File: src/rtl/cmp_share_if.sv
// Request/response bundle between four requesters, the shared comparator
// arbiter and the result consumer.
interface cmp_share_if #(
  parameter int N = 4
);
  logic [3:0]     req_valid;
  logic [4*N-1:0] req_a;
  logic [4*N-1:0] req_b;
  logic [3:0]     req_ready;
  logic           rsp_valid;
  logic [1:0]     rsp_id;
  logic           rsp_gt;
  logic           rsp_eq;
  logic           rsp_lt;
  logic           rsp_ready;

  // Requesters and the result consumer drive this side.
  modport master (
    output req_valid, req_a, req_b, rsp_ready,
    input  req_ready, rsp_valid, rsp_id, rsp_gt, rsp_eq, rsp_lt
  );

  // The arbiter drives this side.
  modport slave (
    input  req_valid, req_a, req_b, rsp_ready,
    output req_ready, rsp_valid, rsp_id, rsp_gt, rsp_eq, rsp_lt
  );
endinterface

File: src/rtl/cmp_share_arbiter.sv
// One unsigned N-bit magnitude comparator shared by four requesters through a
// round-robin grant and an IDLE -> COMPARE -> RESPOND sequence.
module cmp_share_arbiter #(
  parameter int N = 4
) (
  input logic        clk,
  input logic        rst_n,
  cmp_share_if.slave bus
);

  typedef enum logic [1:0] {
    IDLE    = 2'd0,
    COMPARE = 2'd1,
    RESPOND = 2'd2
  } state_t;

  state_t         state;
  logic [1:0]     last_grant;
  logic [N-1:0]   op_a;
  logic [N-1:0]   op_b;
  logic           active;
  logic           rsp_valid_q;
  logic [1:0]     rsp_id_q;
  logic           rsp_gt_q;
  logic           rsp_eq_q;
  logic           rsp_lt_q;

  logic           pick_found;
  logic [1:0]     pick_idx;
  logic [1:0]     cand;
  logic           grant_fire;

  // Round-robin search: start one past the last winner and wrap upward.
  // NOTE: every variable assigned here gets a default before the loop so no
  // path leaves it unassigned, which would infer a latch.
  always_comb begin
    pick_found = 1'b0;
    pick_idx   = last_grant;
    cand       = last_grant;
    for (int k = 1; k <= 4; k++) begin
      cand = last_grant + 2'(k);
      if (!pick_found && bus.req_valid[cand]) begin
        pick_found = 1'b1;
        pick_idx   = cand;
      end
    end
  end

  // active stays low until the first rising edge after reset release, so
  // nothing is granted in the release cycle itself.
  assign grant_fire    = active && (state == IDLE) && pick_found;
  assign bus.req_ready = grant_fire ? (4'b0001 << pick_idx) : 4'b0000;

  assign bus.rsp_valid = rsp_valid_q;
  assign bus.rsp_id    = rsp_id_q;
  assign bus.rsp_gt    = rsp_gt_q;
  assign bus.rsp_eq    = rsp_eq_q;
  assign bus.rsp_lt    = rsp_lt_q;

  // NOTE: state is written with non-blocking assignments so every register
  // samples pre-edge values regardless of statement order.
  always_ff @(posedge clk or negedge rst_n) begin
    if (!rst_n) begin
      // NOTE: operand registers are reset too, so no stale data survives.
      state       <= IDLE;
      last_grant  <= 2'd3;
      op_a        <= '0;
      op_b        <= '0;
      active      <= 1'b0;
      rsp_valid_q <= 1'b0;
      rsp_id_q    <= 2'd0;
      rsp_gt_q    <= 1'b0;
      rsp_eq_q    <= 1'b0;
      rsp_lt_q    <= 1'b0;
    end else begin
      active <= 1'b1;
      case (state)
        IDLE: begin
          if (grant_fire) begin
            op_a       <= bus.req_a[pick_idx*N +: N];
            op_b       <= bus.req_b[pick_idx*N +: N];
            rsp_id_q   <= pick_idx;
            last_grant <= pick_idx;
            state      <= COMPARE;
          end
        end
        COMPARE: begin
          rsp_gt_q    <= (op_a > op_b);
          rsp_eq_q    <= (op_a == op_b);
          rsp_lt_q    <= (op_a < op_b);
          rsp_valid_q <= 1'b1;
          state       <= RESPOND;
        end
        RESPOND: begin
          // Result fields are held until the consumer takes them.
          if (bus.rsp_ready) begin
            rsp_valid_q <= 1'b0;
            state       <= IDLE;
          end
        end
        default: state <= IDLE;
      endcase
    end
  end

endmodule

File: src/flat_wrapper.sv
// flat-port wrapper written by rule: the top's interface ports become plain ports
module cmp_share_arbiter_flat 
#(
  parameter int N = 4
)
  (clk, rst_n, bus_req_valid, bus_req_a, bus_req_b, bus_rsp_ready, bus_req_ready, bus_rsp_valid, bus_rsp_id, bus_rsp_gt, bus_rsp_eq, bus_rsp_lt);
  cmp_share_if #(.N(N)) bus_i ();
  input logic clk;
  input logic rst_n;
  input wire logic [$bits(bus_i.req_valid)-1:0] bus_req_valid;
  input wire logic [$bits(bus_i.req_a)-1:0] bus_req_a;
  input wire logic [$bits(bus_i.req_b)-1:0] bus_req_b;
  input wire logic [$bits(bus_i.rsp_ready)-1:0] bus_rsp_ready;
  output wire logic [$bits(bus_i.req_ready)-1:0] bus_req_ready;
  output wire logic [$bits(bus_i.rsp_valid)-1:0] bus_rsp_valid;
  output wire logic [$bits(bus_i.rsp_id)-1:0] bus_rsp_id;
  output wire logic [$bits(bus_i.rsp_gt)-1:0] bus_rsp_gt;
  output wire logic [$bits(bus_i.rsp_eq)-1:0] bus_rsp_eq;
  output wire logic [$bits(bus_i.rsp_lt)-1:0] bus_rsp_lt;
  assign bus_i.req_valid = bus_req_valid;
  assign bus_i.req_a = bus_req_a;
  assign bus_i.req_b = bus_req_b;
  assign bus_i.rsp_ready = bus_rsp_ready;
  assign bus_req_ready = bus_i.req_ready;
  assign bus_rsp_valid = bus_i.rsp_valid;
  assign bus_rsp_id = bus_i.rsp_id;
  assign bus_rsp_gt = bus_i.rsp_gt;
  assign bus_rsp_eq = bus_i.rsp_eq;
  assign bus_rsp_lt = bus_i.rsp_lt;
  cmp_share_arbiter #(.N(N)) u_core (.clk(clk), .rst_n(rst_n), .bus(bus_i));
endmodule
File: config.mk
export PLATFORM = sky130hd
export DESIGN_NAME = cmp_share_arbiter_flat
export DESIGN_NICKNAME = d
export VERILOG_FILES = /design/src/rtl/cmp_share_if.sv /design/src/rtl/cmp_share_arbiter.sv /design/src/flat_wrapper.sv
export SDC_FILE = /design/constraint.sdc
export NUM_CORES = 1
export LEC_CHECK = 0
export BUFFER_PORTS_ARGS = -buffer_cell sky130_fd_sc_hd__buf_2
export CORE_UTILIZATION = 43
export CTS_CLUSTER_DIAMETER = 40
export DETAILED_ROUTE_END_ITERATION = 12
export PLACE_DENSITY = 0.75
export SYNTH_ARGS = -nofsm -noshare
export SYNTH_HDL_FRONTEND = slang
export SYNTH_SLANG_ARGS = --single-unit
File: constraint.sdc
create_clock -name clk -period 1.8 [get_ports clk]
set_clock_uncertainty 0.15 [all_clocks]
set_input_delay 0.09 -clock clk [delete_from_list [all_inputs] [get_ports clk]]
set_output_delay 0.09 -clock clk [all_outputs]
set_load 0.03 [all_outputs]
; Yosys cells after proc, flatten, opt, wreduce, memory -nomap -nowiden
; Cells that the tools add are included.
[totals]
regBits = 19
elab_cells = 62
[classes]
addsub = 3
order_cmp = 6
eq_ne = 5
shift = 3
muxes = 22
n_reduce_logical = 13
[ops]
columns = operator, count
row1 = 16-bit by 5-bit indexed part select with 4-bit output, 2
row2 = "2-bit by 3-bit < comparator with 1-bit output, second input constant", 4
row3 = 2-bit two-way mux, 6
row4 = 1-bit two-way mux, 9
row5 = 1-bit binary-select mux with 2-bit select, 4
row6 = 2-bit one-hot mux with 3 select lines, 1
row7 = 2-bit AND reduction, 3
row8 = 1-bit logical AND, 5
row9 = "2-bit adder, second input constant", 2
row10 = 4-bit == test, 1
row11 = 4-bit greater-than comparator, 1
row12 = 4-bit < comparator, 1
row13 = 4-bit two-way mux, 1
row14 = "1-bit by 2-bit << shifter with 4-bit output, first input constant", 1
row15 = 1-bit zero test, 3
row16 = "2-bit by 1-bit adder with 2-bit output, second input constant", 1
row17 = "2-bit by 1-bit == test with 1-bit output, second input constant", 1
row18 = "2-bit == test, second input constant", 1
row19 = 2-bit zero test, 1
row20 = "2-bit by 1-bit inequality test with 1-bit output, second input constant", 1
row21 = "2-bit inequality test, second input constant", 1
row22 = 1-bit one-hot mux with 2 select lines, 1
row23 = 2-bit nonzero test, 1

; Longest topological paths before layout
; Gate-level depths: netlist of run 1.
[logic_depth]
word_depth = 16
ltp_mapped = 7
ltp_nobuf = 7

; Worst setup path before layout of run 1
; Ideal clock, no wire load.
[synth_path]
path_kind = flip-flop to output port
start = register u_core.last_grant[0]
end = output bus_req_ready[2]
t_arrival_ns = 2.083
slack_ns = -0.523
stages_incl_launch_ff = 7
path_buffers = 1
cell_sequence = dfstp_2 -> nand2b_1 -> o211a_1 -> a21o_1 -> nand2_1 -> buf_4 -> nor4_1
[synth_between]
elab_chain_cells = 15
[synth_rtl]
columns = item, line
row1 = start: declaration, cmp_share_arbiter.sv:18  ; logic [1:0] last_grant;
row2 = start signal: assignment, cmp_share_arbiter.sv:83  ; last_grant <= pick_idx;
row3 = 2-bit by 1-bit adder with 2-bit output, cmp_share_arbiter.sv:41  ; cand = last_grant + 2'(k);
row4 = 1-bit binary-select mux with 2-bit select, cmp_share_arbiter.sv:42  ; if (!pick_found && bus.req_valid[cand]) begin
row5 = 1-bit two-way mux (not written as such), cmp_share_arbiter.sv:42
row6 = 1-bit two-way mux, cmp_share_arbiter.sv:42
row7 = 1-bit zero test, cmp_share_arbiter.sv:42
row8 = 1-bit logical AND, cmp_share_arbiter.sv:42
row9 = 1-bit two-way mux, cmp_share_arbiter.sv:42
row10 = 1-bit zero test, cmp_share_arbiter.sv:42
row11 = 1-bit logical AND, cmp_share_arbiter.sv:42
row12 = 1-bit two-way mux, cmp_share_arbiter.sv:42
row13 = 1-bit zero test, cmp_share_arbiter.sv:42
row14 = 1-bit logical AND, cmp_share_arbiter.sv:42
row15 = 2-bit two-way mux / 1-bit two-way mux (equally long branches), cmp_share_arbiter.sv:42
row16 = 1-bit by 2-bit << shifter with 4-bit output / 1-bit logical AND (equally long branches), "cmp_share_arbiter.sv:52, cmp_share_arbiter.sv:51"
row17 = 4-bit two-way mux (*), cmp_share_arbiter.sv:52  ; assign bus.req_ready = grant_fire ? (4'b0001 << pick_idx) : 4'b0000;
row18 = end: declaration, flat_wrapper.sv:14  ; output wire logic [$bits(bus_i.req_ready)-1:0] bus_req_ready;
; Mark *: on every way between the ends. The rest lies on a longest branch, timed or not. The select of a mux whose other input is x is not followed.

; Worst setup path after layout of run 1
[layout_path]
start = register u_core.last_grant[0]
end = register u_core.op_a[2]
[layout_between]
elab_chain_cells = 15
[layout_rtl]
columns = item, line
row1 = branches (longest 15 deep; another with 2-bit by 1-bit adder with 2-bit output), n/a
row2 = end signal: assignment, cmp_share_arbiter.sv:80  ; op_a <= bus.req_a[pick_idx*N +: N];
row3 = end: declaration, cmp_share_arbiter.sv:19  ; logic [N-1:0] op_a;
; Several ways; the timed one is not identified. The select of a mux whose other input is x is not followed.
; A chain may end at the register's enable or synchronous reset.

==> out/metrics.csv, run 1 <==
metric,value,unit
firstDrtPassIters,4,
synth.largest_area_cell,dfrtp_1,
grt_util_met1,30.46,%
drive_gt1_share,49.10,%
sw_frac_of_total,42.14,%
yosysSeqAreaShare,37.86,%
synth_area_per_cell,9.787,sq um
slew_violations,0,
placed_cell_area,0.001679,sq mm
dp_hpwl,2474,um
min_period_over_period,115.1,%
leakagePower,0.0009999,uW
post-place-ws,-96.09,ps
intPower,1744,uW
synth_warnings,0,
worst-setup-path-type,flop to flop,
cts_buffers,3,
place_congestion,0.8083,
hold_viol,0,
grt_usage,27.14,%
synth_seq_cells,19,
cts-root-buf,clkbuf_4,
synthTopCellsByArea,"dfrtp_1 34%, mux2i_1 6.3%, and4_1 5.6%, o31a_1 5.6%, dfstp_2 4.2%",
hold_depth,4,
combPwrFrac,68.1,%
crit_family,flip-flops,
diodes,0,
core_area,0.002758,sq mm
wl_per_cell,16.17,um
synthDistinctLibCells,37,
yosysTopAreaCellShare,33.70,%
ff2ff_path_depth,8,
synthCells,129,
timing.hold.ws,8.249,ps
cellPowerDensity,1438,mW/mm^2
drt_wl_total,4092,um
min_period,2072,ps
routed-via-count,1379,
violations,setup timing,
start_util,45.78,%
startpoint_type,flop,
use_met3,3.953,%
cts_max_level,1,
rows,19,
fp.dieArea,0.003157,sq mm
p_sw,1270,uW
required,1820,ps
p_seq_share,24.8,%
fin_ws,-272.0,ps
die_w,56.19,um
grt_antenna_before_repair,0,
outcome,finished with violations,
drc,0,
postSynthNetCount,172,
design_area,0.002097,sq mm
die_h,56.19,um
syn_area,0.001262,sq mm
path_cells,nor2b_2 > o21a_2 > nor3_4 > buf_12 > buf_6 > buf_6 > mux2i_4 > o211ai_2,
rsz0062_at_grt,yes,
first_iter_violations,41,
viasPerCell,5.451,
clock_sinks,19,
nNetsFinal,266,
grt_max_degree,20,
busiest_layer,met2,
setup_viol,12,
maxCapViolations,0,
grt_util_met2,50.51,%
ir_worst_vdd,0.9921,mV
clockBufferDepth,2,
syn2layout_area_growth,66.10,%
worstPathMaxFanout,7,
max_freq,0.4826,GHz
grt-ovfl-total,0,
critical-path-slowest-cell,dfstp_2,
crit_buf_inv,3,
p_clk_share,7.2,%
total_power,3015,uW
cp.arrival,2100,ps
cp.depth,8,
clk_latency,280,ps
clkSlewWorstSetupHoldPaths,120,ps
ant_nets,0,
slowest_delay,560,ps
end_kind,flop,
portBuffers,48,
io_pins,49,
tritoncts,built,
hp-class,input port to flop,
grt_pass1_wl,6513,um
first_global_vias,1445,
cpMostUsedCell,buf_6,
worst paths after layout:
kind                                      start                   end  slack [ps]
min in group asynchronous                 rst_n        u_core.op_a[2]         100
min                                bus_req_b[6]        u_core.op_b[2]           8
max in group asynchronous                 rst_n  u_core.last_grant[0]        1050
max reg2reg                u_core.last_grant[0]        u_core.op_a[2]        -270
max                        u_core.last_grant[0]        u_core.op_a[2]        -270
min reg2reg                u_core.bus.rsp_id[1]  u_core.bus.rsp_id[1]         330
layer usage:
metal	share of wire, %	wire length, um
met3	3.9	160
met1	41	1673
met2	52	2109
met4	3.6	149
met5	0	0
metrics by stage:
step / std cells / util (%) / TNS, ps
after floorplan: 129 / - / -622.5
after global placement: 217 / 60.89 / -457.8
after detailed placement: 217 / 60.89 / -796.5
after CTS: 251 / 73.68 / -1969
after global routing: 253 / 76.04 / -2995
final: 253 / 76.04 / -2289
kinds of logic (layout without fill, tap and decap cells):
| kind of cell | after synthesis | count (layout) | synth area share (%) |
|---|---|---|---|
| buffers and inverters | 13 | 106 | 5.549 |
| multiplexers | 9 | 9 | 7.235 |
| other | 1 | 1 | 0.2970 |
| AND/OR/NAND/NOR | 41 | 41 | 19.92 |
| AO/OA/AOI/OAI | 42 | 42 | 25.17 |
| flip-flops | 19 | 19 | 37.86 |
| adder cells (fa/ha/maj) | 4 | 4 | 3.964 |
synthesized netlist by cell type, drive strengths merged:
| master | count |
|---|---|
| buf | 4 |
| nor4 | 1 |
| o21a | 1 |
| nand2b | 6 |
| or4 | 1 |
| nor2b | 4 |
| dfstp | 2 |
| o21ai | 15 |
| nand4 | 1 |
| o221ai | 4 |
| a21oi | 5 |
| nand2 | 10 |
| nor3 | 1 |
| and2 | 2 |
| nand3 | 1 |
| a211oi | 1 |
| o31a | 8 |
| inv | 7 |
| clkbuf | 2 |
| ha | 4 |
| dfrtp | 17 |
| mux2i | 8 |
| mux2 | 1 |
| and4 | 8 |
| o211ai | 4 |
| o211a | 1 |
| conb | 1 |
| nor2 | 6 |
| a21o | 2 |
| o21bai | 1 |
worst reg2reg max path: stages, from the launching register on:
cell      delay [ps]
dfstp_2          560
nor2b_2           50
o21a_2           250
nor3_4           240
buf_12           160
buf_6             90
buf_6            100
mux2i_4          230
o211ai_2         130
timing repair:
item,in CTS,in global routing
setup endpoints to repair,12,12
gates resized for setup,16,13
pin swaps,5,6
hold endpoints to repair,28,0
buffers inserted,11,3
hold buffers,19,0
power groups by stage:
stage / registers, uW / clock network, uW / logic, uW
2_1_floorplan: 856 / 0 / 978
3_3_place_gp: 734 / 0 / 1560
3_5_place_dp: 744 / 0 / 1610
4_1_cts: 734 / 214 / 1890
5_1_grt: 762 / 239 / 2220
6_report: 747 / 216 / 2050
layout by cell type (no fill, tap or decap), types with 2 or more instances in the layout:
cell	Yosys	layout
nor2_1	6	4
dfstp_2	2	2
nand2_1	10	9
buf_12	0	3
buf_4	1	22
ha_1	4	4
clkbuf_4	0	3
and4_1	8	8
dlygate4sd3_1	0	19
a21oi_1	4	4
nor2b_2	0	2
o221ai_1	3	3
buf_6	2	7
dfrtp_1	17	17
nor2_2	0	2
o21ai_1	7	8
o211ai_2	4	4
mux2i_2	0	5
mux2i_4	0	2
a21o_1	2	2
nand2b_1	6	5
nor2b_1	4	2
o21ai_0	8	7
inv_1	6	6
o31a_1	8	8
buf_2	1	44
sequential cells by signal, summed over array words and instances, names as in the netlist:
| signal | cells |
|---|---|
| u_core.op_a | 4 |
| u_core.bus.rsp_gt | 1 |
| u_core.bus.rsp_eq | 1 |
| u_core.active | 1 |
| u_core.state | 2 |
| u_core.op_b | 4 |
| u_core.bus.rsp_lt | 1 |
| u_core.bus.rsp_id | 2 |
| u_core.bus.rsp_valid | 1 |
| u_core.last_grant | 2 |
cell type report:
type                       count  area, sq um
tap                           31        38.79
multi-input combinational     97        813.3
clock buffer                   4        26.28
timing repair buffer          95        714.4
sequential                    19        478.0
fill                         186        660.6
inverter                       7        26.28
No activity file was read; power rests on OpenSTA's default activity.
==> run 2: changes to the inputs <==
--- a/config.mk
+++ b/config.mk
@@ -6,10 +6,12 @@
 export NUM_CORES = 1
 export LEC_CHECK = 0
 export BUFFER_PORTS_ARGS = -buffer_cell sky130_fd_sc_hd__buf_2
-export CORE_UTILIZATION = 43
+export CELL_PAD_IN_SITES_DETAIL_PLACEMENT = 1
+export CELL_PAD_IN_SITES_GLOBAL_PLACEMENT = 1
+export CORE_UTILIZATION = 32
 export CTS_CLUSTER_DIAMETER = 40
 export DETAILED_ROUTE_END_ITERATION = 12
-export PLACE_DENSITY = 0.75
+export PLACE_DENSITY_LB_ADDON = 0.1
 export SYNTH_ARGS = -nofsm -noshare
 export SYNTH_HDL_FRONTEND = slang
 export SYNTH_SLANG_ARGS = --single-unit
==> out/metrics.csv, run 2 (same netlist as run 1, synthesis figures left out) <==
metric,value,unit,change
outcome,finished with violations,,
violations,setup timing,,
firstDrtPassIters,4,,unchanged
viasPerCell,5.202,,-4.6%
grt-ovfl-total,0,,unchanged
ant_nets,0,,unchanged
hp-class,input port to flop,,
mostFrequentLayoutCells,"44 x buf_2, 19 x buf_4, 17 x dfrtp_1, 12 x dlygate4sd3_1, 10 x buf_6",,
cp.arrival,1820,ps,-280 ps
clockBufferDepth,2,,unchanged
required,1560,ps,-260 ps
drt_wl_total,4466,um,+9.1%
fin_ws,-258.9,ps,+13.09 ps
io_pins,49,,unchanged
worstPathMaxFanout,4,,-3
hold_viol,0,,unchanged
maxCapViolations,0,,unchanged
cts_buffers,3,,unchanged
dp.cells,236,,+8.8%
setup_viol,12,,unchanged
clk_latency,250,ps,-30 ps
routed-via-count,1363,,-1.2%
place_congestion,0.8006,,-0.95%
cellPowerDensity,1504,mW/mm^2,+4.6%
critical-path-slowest-cell,dfstp_2,,
die_h,64.81,um,+15%
startpoint_type,flop,,
portBuffers,48,,unchanged
end_kind,primary output,,
drc,0,,unchanged
final_common_cell,buf_2,,
rows,22,,+3
tritoncts,built,,
cts-root-buf,clkbuf_8,,
placed_cell_area,0.001703,sq mm,+1.4%
max_freq,0.4857,GHz,+0.64%
fill_cells,415,,+120%
rsz0062_at_grt,yes,,
die_w,64.81,um,+15%
fp.dieArea,0.004200,sq mm,+33%
min_period_over_period,114.4,%,-0.73 points
slew_violations,0,,unchanged
diodes,0,,unchanged
leakagePower,0.0009801,uW,-2.0%
wl_per_cell,17.05,um,+5.4%
timing.hold.ws,6.951,ps,-1.297 ps
dp_hpwl,2943,um,+19%
core_area,0.003716,sq mm,+35%
grt_pass1_wl,6837,um,+5.0%
clock_sinks,19,,unchanged
design_area,0.002140,sq mm,+2.0%
nNetsFinal,258,,-3.0%
grt_antenna_before_repair,0,,unchanged
grt_max_degree,20,,unchanged
start_util,33.97,%,-12 points
worst-setup-path-type,flop to primary output,,
crit_family,flip-flops,,
reg_top3,"u_core.op_a x4, u_core.op_b x4",,
slowest_delay,570,ps,about the same
crit_buf_inv,3,,unchanged
cpMostUsedCell,buf_6,,
grt_usage,21.65,%,-5.5 points
ir_worst_vdd,0.6060,mV,-39%
cts_max_level,1,,unchanged
first_global_vias,1426,,-1.3%
min_period,2059,ps,-13.09 ps
clkSlewWorstSetupHoldPaths,70,ps,-50 ps
reg2reg_slack,-180,ps,+90 ps
first_iter_violations,42,,+2.4%
drive_gt1_share,52.80,%,+3.7 points
stdcell_count,262,,+3.6%
path_cells,nor2b_2 > o21a_2 > buf_6 > buf_6 > nor4_4 > buf_4,,
syn2layout_area_growth,69.47,%,
-- run 2: changes by cell type in the layout (fill, tap and decap cells not counted), sizes merged --
cell | before | now
buf | 76 | 75
dlygate4sd3 | 19 | 12
-- run 2: final cells by class --
type,instances,area [sq um],share of cell area (%)
multi-input combinational,97,894.6,41.81
timing repair buffer,87,635.6,29.71
sequential,19,478.0,22.34
tap,48,60.06,2.807
clock buffer,4,45.04,2.105
inverter,7,26.28,1.228
-- run 2: routing by layer --
metal | part of all wire (%) | wire (um) | vias up | track usage [%]
met1 | 42 | 1876 | 670 | 26.74
met5 | 0 | 0 | - | 0
li1 | - | - | 649 | -
met2 | 54 | 2413 | 40 | 39.84
met3 | 2.8 | 124 | 4 | 1.056
met4 | 1.1 | 50 | 0 | 6.667
-- run 2: where the power goes --
group | internal [uW] | switching, uW
combinational | 1070 | 1090
clock | 157 | 142
sequential | 637 | 121
-- run 2: worst register-to-register path: cells and delay by family, from the launching register on --
family / cells / cell delay (ps)
buf+inv: 2 / 270
flops: 1 / 570
compound gates: 4 / 790
simple gates: 1 / 50
-- run 2: final timing paths --
check,from,end,cells after the start
setup / recovery,u_core.last_grant[0],bus_req_ready[2],6
hold / removal,bus_req_a[14],u_core.op_a[2],3
setup reg to reg,u_core.last_grant[0],u_core.op_b[2],7
hold reg to reg,u_core.bus.rsp_eq,u_core.bus.rsp_eq,2
max in group asynchronous,rst_n,u_core.last_grant[1],2
min in group asynchronous,rst_n,u_core.bus.rsp_valid,2
-- run 2: metrics by stage --
step | power, uW | setup slack (ps) | utilization (%) | setup TNS [ps]
2_1_floorplan | 1834 | -122.9 | - | -622.5
3_3_place_gp | 2329 | -86.65 | 45.82 | -453.9
3_5_place_dp | 2409 | -119.1 | 45.82 | -884.8
4_1_cts | 2984 | -236.5 | 54.38 | -1585
5_1_grt | 3430 | -300.2 | 57.58 | -2759
6_report | 3218 | -258.9 | 57.58 | -2131
-- run 2: repair_timing --
| item | in CTS | in global routing |
|---|---|---|
| endpoints found under the setup margin | 12 | 12 |
| hold buffers | 12 | 0 |
| resized for setup | 29 | 18 |
| hold endpoints to repair | 26 | 0 |
| cloned | 0 | 0 |
| setup buffers | 9 | 2 |
| pin swaps | 13 | 6 |
==> run 3: changes to the inputs <==
--- a/config.mk
+++ b/config.mk
@@ -5,10 +5,11 @@
 export SDC_FILE = /design/constraint.sdc
 export NUM_CORES = 1
 export LEC_CHECK = 0
+export ABC_AREA = 1
 export BUFFER_PORTS_ARGS = -buffer_cell sky130_fd_sc_hd__buf_2
 export CELL_PAD_IN_SITES_DETAIL_PLACEMENT = 1
 export CELL_PAD_IN_SITES_GLOBAL_PLACEMENT = 1
-export CORE_UTILIZATION = 32
+export CORE_UTILIZATION = 30
 export CTS_CLUSTER_DIAMETER = 40
 export DETAILED_ROUTE_END_ITERATION = 12
 export PLACE_DENSITY_LB_ADDON = 0.1
==> out/metrics.csv, run 3 <==
metric,value,unit,change
ant_nets,0,,unchanged
required,1560,ps,about the same
first_global_vias,1754,,+23%
dp_hpwl,3613,um,+23%
worstHoldEndpoint,u_core.op_b[0],,
grt-ovfl-total,0,,unchanged
tritoncts,built,,
fin_ws,-457.1,ps,-198.2 ps
maxCapViolations,0,,unchanged
slew_violations,0,,unchanged
reg2reg_slack,-410,ps,-230 ps
finalSetupTns,-5793,ps,-3662 ps
grt_max_degree,20,,unchanged
synth.largest_area_cell,dfrtp_1,,
postSynthNetCount,263,,+53%
timing.hold.ws,36.84,ps,+29.88 ps
placed_cell_area,0.001989,sq mm,+17%
cts-root-buf,clkbuf_8,,
cts_max_level,1,,unchanged
outcome,finished with violations,,
min_period,2257,ps,+198.2 ps
hold_depth,5,,+2
synth_warnings,0,,unchanged
hp-class,input port to flop,,
synth_common_cells,"91 x nand2_1, 41 x nand3_1, 25 x inv_1",,
design_area,0.002326,sq mm,+8.7%
r2r-start,u_core.last_grant[0],,
syn_area,0.001415,sq mm,+12%
synthTopCellsByArea,"dfrtp_1 30%, nand2_1 24%, nand3_1 15%, inv_1 6.6%, dfstp_2 3.7%",,
start_util,31.84,%,-2.1 points
rr_endpoint,u_core.op_a[0],,
max_freq,0.4430,GHz,-8.8%
drc,4,,+4
cts_buffers,3,,unchanged
grt_antenna_before_repair,0,,unchanged
stdcell_count,353,,+35%
grt_usage,20.53,%,-1.1 points
dp.cells,334,,+42%
io_pins,49,,unchanged
core_area,0.004444,sq mm,+20%
synth-edff-count,0,,unchanged
cp.arrival,2020,ps,+200 ps
synthCells,220,,+71%
startpoint_type,flop,,
drt_wl_total,4720,um,+5.7%
viasPerCell,4.773,,-8.2%
clockBufferDepth,2,,unchanged
synth_most_common_cell,nand2_1,,
worst-setup-path-type,flop to primary output,,
diodes,0,,unchanged
synthDistinctLibCells,21,,-43%
grt_pass1_wl,8079,um,+18%
cpMostUsedCell,nand2_1,,
die_h,70.68,um,+9.1%
ff2ff_path_depth,15,,+8
clkSlewWorstSetupHoldPaths,70,ps,about the same
synth_seq_cells,19,,unchanged
first_iter_violations,35,,-17%
mostFrequentLayoutCells,"71 x nand2_1, 44 x buf_2, 33 x nand3_1, 24 x inv_1, 23 x buf_4",,
async_flop_share,100.0,%,unchanged
rows,24,,+9.1%
syn2layout_area_growth,64.37,%,
critical-path-slowest-cell,dfstp_2,,
clk_latency,250,ps,about the same
hold_viol,0,,unchanged
worstPathMaxFanout,8,,+4
slowest_delay,680,ps,+110 ps
place_congestion,0.7695,,-3.9%
synthFlopType,dfrtp_1,,
crit_family,flip-flops,,
rsz0062_at_grt,yes,,
routed-via-count,1685,,+24%
reg_top3,"u_core.op_a x4, u_core.op_b x4",,
portBuffers,48,,unchanged
end_kind,primary output,,
fp.dieArea,0.004996,sq mm,+19%
min_period_over_period,125.4,%,+11 points
nNetsFinal,345,,+34%
hp-start,bus_req_b[0],,
violations,"DRC, setup timing",,
synth_area_per_cell,6.432,sq um,-34%
yosysSeqAreaShare,33.78,%,-4.1 points
crit_buf_inv,2,,-1
firstDrtPassIters,8,,+4
wl_per_cell,13.37,um,-22%
clock_sinks,19,,unchanged
final_common_cell,nand2_1,,
drive_gt1_share,45.51,%,-7.3 points
yosysTopAreaCellShare,30.06,%,-3.6 points
die_w,70.68,um,+9.1%
startpoint,u_core.last_grant[0],,
setup_viol,17,,+5
path_cells,nand2_1 > nand3_2 > nand2_4 > o21ai_2 > nand2_1 > nand2_1 > nand2_2 > buf_6 > nor2_4 > buf_6,,
[run 3: changes by cell type in the layout (fill, tap and decap cells not counted), sizes merged, moves of 6 or more]
cell | before | now
and4 | 8 | 0
dlygate4sd3 | 12 | 2
inv | 7 | 29
mux2i | 8 | 0
nand2 | 10 | 100
nand2b | 6 | 0
nand3 | 1 | 44
o21ai | 15 | 7
o31a | 8 | 0
[run 3: cell type report]
type / count / area (sq um)
well taps: 52 / 65.06
fillers: 584 / 2118
flip-flops and latches: 19 / 478.0
repair buffers: 81 / 591.8
clock buffers: 4 / 45.04
multi-input cells: 168 / 1022
inverters: 29 / 123.9
[run 3: how the worst max path moves through the flow]
stage | end | depth (start not counted) | slack (ps)
2_1_floorplan | u_core.op_a[1] | 15 | -80
3_3_place_gp | bus_req_ready[1] | 12 | -230
3_5_place_dp | u_core.op_b[1] | 13 | -270
4_1_cts | bus_req_ready[0] | 12 | -440
5_1_grt | bus_req_ready[0] | 12 | -570
6_report | bus_req_ready[0] | 10 | -460
[run 3: tightest hold or removal path: stages]
cell and delay, ps:
buf_2 80, nand2_1 50, nand3_1 70, nand3_1 70, nand2_1 50
[run 3: timing repair]
action                                  CTS  global route
resized for setup                        34            12
endpoints found under the hold margin    21             0
pin swaps                                17            13
hold buffers                              2             0
endpoints found under the setup margin   17            17
setup buffers                             9             4
[run 3: stage by stage]
stage	setup slack (ps)	util (%)
final	-457.1	52.34
after floorplan	-82.38	-
after global routing	-570.1	52.34
after CTS	-444.3	50.68
after global placement	-231.7	44.76
after detailed placement	-269.1	44.76
[run 3: kinds of logic (layout without fill, tap and decap cells)]
kind of cell | after synthesis | in the layout | share of synthesized area [%]
DFF | 19 | 19 | 33.78
and+or+nand+nor | 154 | 154 | 48.98
adders and majority gates | 4 | 4 | 3.537
AOI/OAI and AO/OA | 9 | 9 | 3.359
other | 1 | 1 | 0.2650
buffers and inverters | 33 | 114 | 10.08
[run 3: metal layers]
metal | vias to the layer above | routed length, um | global-route usage [%]
met5 | - | 0 | 0
met2 | 45 | 2539 | 38.46
met1 | 775 | 1957 | 24.64
li1 | 856 | - | -
met3 | 9 | 146 | 2.707
met4 | 0 | 76 | 5.333
Power of run 3 is not shown: default switching activity piles up to over one toggle a cycle in this logic, so the estimate is an artifact.
